<file path="config.mk">
export PLATFORM = sky130hd
export DESIGN_NAME = ncpu32k_cell_pipearb
export DESIGN_NICKNAME = d
export VERILOG_FILES = /design/src/rtl/ncpu32k_cell_pipearb.sv
export SDC_FILE = /design/constraint.sdc
export NUM_CORES = 1
export LEC_CHECK = 0
export CAP_MARGIN = 0
export CORE_ASPECT_RATIO = 2
export CORE_UTILIZATION = 37
export CTS_BUF_LIST = sky130_fd_sc_hd__clkbuf_8 sky130_fd_sc_hd__clkbuf_16
export DETAILED_ROUTE_END_ITERATION = 8
export GPL_TIMING_DRIVEN = 0
export PLACE_DENSITY = 0.8
export REMOVE_ABC_BUFFERS = 1
export SETUP_SLACK_MARGIN = 0.3
export SLEW_MARGIN = 30
export SYNTH_ARGS = -nofsm -noshare
export SYNTH_HDL_FRONTEND = slang
export SYNTH_SLANG_ARGS = --single-unit
export TNS_END_PERCENT = 100
</file>
<file path="constraint.sdc">
create_clock -name clk -period 2.25 [get_ports clk]
set_input_delay 0.45 -clock clk [delete_from_list [all_inputs] [get_ports clk]]
set_output_delay 0.45 -clock clk [all_outputs]
set_load 0.02 [all_outputs]
</file>
<file path="src/rtl/ncpu32k_cell_pipearb.sv">
// Round-robin arbiter fused with a one-slot pipe buffer.
// Several requesters share one registered valid/ready channel.
module ncpu32k_cell_pipearb #(
  parameter int NREQ          = 2,
  parameter int DW            = 32,
  parameter int ENABLE_BYPASS = 1
) (
  input  logic               clk,
  input  logic               rst,
  input  logic [NREQ-1:0]    req_valid,
  output logic [NREQ-1:0]    req_ready,
  input  logic [NREQ*DW-1:0] req_data,
  output logic               out_valid,
  input  logic               out_ready,
  output logic [DW-1:0]      dout,
  output logic [NREQ-1:0]    out_grant
);

  localparam int PW = (NREQ > 1) ? $clog2(NREQ) : 1;

  logic [PW-1:0] rr_ptr;
  logic [PW-1:0] win;
  logic [PW-1:0] win_lo;
  logic [PW-1:0] win_hi;
  logic [PW-1:0] win_nxt;
  logic          hi_found;
  logic          any_req;
  logic          pop;
  logic          free;
  logic          push;

  assign any_req = |req_valid;
  assign pop     = out_valid & out_ready;

  generate
    if (ENABLE_BYPASS != 0) begin : g_byp
      assign free = ~out_valid | pop;
    end else begin : g_nobyp
      assign free = ~out_valid;
    end
  endgenerate

  // Nothing is accepted while reset is held.
  assign push = free & any_req & ~rst;

  // Lowest valid index at/after rr_ptr, else wrap to lowest valid overall.
  always_comb begin
    win_lo   = '0;
    win_hi   = '0;
    hi_found = 1'b0;
    for (int i = NREQ - 1; i >= 0; i--) begin
      if (req_valid[i]) begin
        win_lo = PW'(i);
        if (PW'(i) >= rr_ptr) begin
          win_hi   = PW'(i);
          hi_found = 1'b1;
        end
      end
    end
    win = hi_found ? win_hi : win_lo;
  end

  assign win_nxt =
    (win == PW'(NREQ - 1)) ? '0 : win + PW'(1);

  assign req_ready =
    push ? (NREQ'(1) << win) : '0;

  always_ff @(posedge clk or posedge rst) begin
    if (rst) begin
      out_valid <= 1'b0;
      out_grant <= '0;
      dout      <= '0;
      rr_ptr    <= '0;
    end else if (push) begin
      out_valid <= 1'b1;
      out_grant <= NREQ'(1) << win;
      dout      <= req_data[int'(win)*DW +: DW];
      rr_ptr    <= win_nxt;
    end else if (pop) begin
      out_valid <= 1'b0;
      out_grant <= '0;
    end
  end

endmodule

</file>
# Yosys cells after proc, flatten, opt, wreduce, memory -nomap -nowiden
# Index checks and enable logic that the tools add are counted.
[word_totals] out_inout_bits=37 reg_bits=36 in_bits=69 elab_cells=32
[classes] n_reduce_logical=2 mux=15 magnitude_cmp=2 shift=2 addsub=1 bitwise_logic=6
[ops] operator="64-bit by 7-bit variable part select with 32-bit output" count=1
[ops] operator="1-bit two-way mux" count=12
[ops] operator="2-bit two-way mux" count=3
[ops] operator="1-bit AND" count=3
[ops] operator="1-bit >= comparator, first input constant" count=2
[ops] operator="1-bit NOT" count=2
[ops] operator="2-bit nonzero test" count=1
[ops] operator="2-bit OR reduction" count=1
[ops] operator="1-bit by 1-bit left shift with 2-bit output, first input constant" count=1
[ops] operator="1-bit adder, second input constant" count=1
[ops] operator="1-bit bitwise OR" count=1

# Depth between registers and ports, before layout
[logic_depth] ltp_word=8 mapped_depth=6 ltp_nobuf=3

# Worst setup path before layout
# Ideal clock, no wire load.
[synth_path] kind="register to output" from="reg out_valid" to="out req_ready[1]" required_time_ps=1800 path_stages_with_launch=4 path_slack_ps=219 path_buffers=1 arrival_time_ps=1581 path_cell_list="dfrtp_1 nor2b_1 buf_6 nor4b_1"
[synth_via] elab_chain_len=5 elab_cells_between_ends=6 cone_classes="1 x mux; 5 x bitwise"
[synth_lines] item="from (decl)" line="13" rtl="output logic out_valid,"
[synth_lines] item="from (signal assigned)" line="71" rtl="out_valid <= 1'b0;"
[synth_lines] item="from (signal assigned)" line="76" rtl="out_valid <= 1'b1;"
[synth_lines] item="from (signal assigned)" line="81" rtl="out_valid <= 1'b0;"
[synth_lines] item="1-bit AND or 1-bit NOT (tied branches)" line="33, 37"
[synth_lines] item="1-bit bitwise OR *" line="37" rtl="assign free = ~out_valid | pop;"
[synth_lines] item="1-bit AND * (2 in a row)" line="44" rtl="assign push = free & any_req & ~rst;"
[synth_lines] item="2-bit two-way mux *" line="67" rtl="push ? (NREQ'(1) << win) : '0;"
[synth_lines] item="to (decl)" line="11" rtl="output logic [NREQ-1:0] req_ready,"
# Every way passes the cells marked *; elsewhere a longest branch is shown, timed or not.

# Worst setup path after layout
[layout_path] from="reg out_valid" to="out req_ready[0]"
# The elaborated chain is that of the path after synthesis.

==> run_results.csv <==
group,metric,value,unit
routing,dr.pass1.iters,4,
synth,seq_area_frac_synth,50.9,%
routing,drtIter0Drc,44,
setup_path,critPathMaxFanout,4,
setup_path,endpoint_kind,"output port",
setup_path,worstSetupPathType,"reg -> out",
floorplanning,die_w,50.9,um
synth,yosys_register_bits,36,
finish,final_cell_mix,"clkdlybuf4s50_1, dfrtp_1, nand2_1",
finish,post-route-cell-area,3110,sq um
timing,setup_viol,0,
clock_network,clk_pin_slew_worst_paths,0.07,ns
hold_path,hold_path.class,"in -> async",
clock_network,insertion_delay,0.28,ns
floorplanning,coreArea,4600,sq um
routing,drt-total-wl,5.86,mm
timing,drv_slew,0,
pwr,powerDensity,717,nW/um^2
flow_run,drv_cap,0,
global_routing,grt_max_degree,37,
clock_network,clock_sinks,36,
timing,period_share,88.3,%
setup_path,cp.required,1.80,ns
global_routing,grt_pass1_wl,9.36,mm
synth,syn_area,1770,sq um
routing,wl_per_cell,17.8,um
run_status,status,"completed",
global_routing,grt_pass1_vias,1893,
setup_path,r2r_setup_slack,0.49,ns
finish,drive_gt1_share,12.7,%
finish,layout_commonest_cell,"clkdlybuf4s50_1",
floorplanning,ios,106,
finish,fin_nets,343,
clock_network,clockBufferDepth,2,
synth,ys_types,16,
timing,min_period,1.99,ns
finish,area.growth.synth_to_final,75.6,%
setup_path,cp-start-kind,"flip-flop",
global_routing,antenna_found_initial,0,
floorplanning,start_util,38.5,%
global_routing,grt_usage,24.8,%
routing,ant_nets,0,
routing,vias,1863,
timing,worst_hold_slack,0.464,ns
synth,ys_warn_count,0,
timing,worstMarginPinSlew,0.468,ns
pwr,peakVddDrop,0.503,mV
synth,synthCells,168,
timing,clock.fmax,0.503,GHz
clock_network,cts_tree,"done",
timing,worst_clock_skew,0.00512,ns
timing,hold_violations,0,
clock_network,hold_buffers,0,
global_routing,grt_overflow,0,
routing,viasPerCell,5.65,
place,gp_congestion,0.755,
clock_network,cts_made_buffers,5,
setup_path,r2r_cells,4,
place,place_area,2880,sq um
pwr,p_leak,0.00130,uW
timing,fin_setup_tns,0,ns
finish,final_util,67.6,%
synth,syn_avg_cell_area,10.5,sq um
floorplanning,rows,35,
timing,slew_headroom,68.8,%
place,io_buffers,105,
floorplanning,die_area,5080,sq um
timing,rsz0062_at_grt,"yes",
setup_path,critPathArrivalTime,1.54,ns
clock_network,htreeDepth,2,
floorplanning,die_h,99.8,um
routing,drc,0,
place,dp_hpwl,3.88,mm
finish,diodes,0,
clock_network,cts_root_buf,"clkbuf_8",
## cell usage after synthesis
cell type / instances / share of area (%)
dfrtp_1: 36 / 51
nor4b_1: 1 / 0.50
nor4_1: 32 / 11
buf_2: 2 / 0.57
nand2_1: 33 / 7.0
nor2_1: 1 / 0.21
buf_6: 5 / 3.2
nor2b_1: 2 / 0.71
or3_1: 1 / 0.35
inv_1: 2 / 0.42
a221o_1: 32 / 18
nand2b_1: 1 / 0.35
a31o_2: 2 / 0.99
a21o_1: 1 / 0.42
clkbuf_1: 16 / 3.4
a2111oi_4: 1 / 1.6
## critical path, stage by stage (launching register included)
cell and delay, ns:
dfrtp_1 0.39, nor2b_4 0.15, buf_16 0.13, a2111oi_4 0.23
buf_6 0.15, buf_6 0.10, buf_6 0.11
## power breakdown
part | total (uW) | switching, uW | internal, uW
Clock | 459 | 218 | 241
Sequential | 856 | 79.1 | 776
Combinational | 913 | 407 | 506
Total | 2230 | 704 | 1520
## per-layer routing
layer	global-route usage [%]	wire length (um)	vias up
li1	-	-	867
met1	28.5	2200	900
met2	42.7	3230	75
met3	3.94	168	21
met4	13.2	259	0
met5	0	0	-
## final timing paths
path,start,to
max in group asynchronous,rst,dout[19]$_DFFE_PP0P_
worst max-delay path,out_valid$_DFFE_PP0P_,req_ready[0]
worst min register to register,out_grant[0]$_DFFE_PP0P_,out_grant[0]$_DFFE_PP0P_
worst max register to register,out_valid$_DFFE_PP0P_,dout[3]$_DFFE_PP0P_
worst min-delay path,rst,rr_ptr$_DFFE_PP0P_
min in group clk,out_grant[0]$_DFFE_PP0P_,out_grant[0]$_DFFE_PP0P_
## sequential cells by signal, indices dropped and copies added, names as in the netlist
name / flops
dout: 32
out_grant: 2
out_valid: 1
rr_ptr: 1
## through the flow
stage	setup WS [ns]	std cells	total power, uW
after floorplan	-0.631	145	1230
after global placement	-2.56	305	1680
after detailed placement	-0.960	311	1740
after CTS	0.164	329	2240
after global routing	0.173	330	2340
final	0.263	330	2230
## cells by family after synthesis
| kind of cell | Yosys count | share of synthesized area (%) |
|---|---|---|
| flops | 36 | 50.9 |
| compound gates | 36 | 21.1 |
| simple gates | 71 | 20.4 |
| buf+inv | 25 | 7.57 |
## cell type report
cell class,count,area (sq um)
fill,383,1490
timing repair buffer,122,1270
sequential,36,901
multi-input combinational,107,769
clock buffer,6,82.6
tap,55,68.8
clock inverter,2,7.51
inverter,2,7.51
## what timing repair did
action,CTS,global route
gates cloned,1,0
endpoints found under the setup margin,38,35
gates resized for setup,18,4
buffers inserted,9,1
pin swaps,2,2
Note: power is estimated with default switching activity, not from simulation.
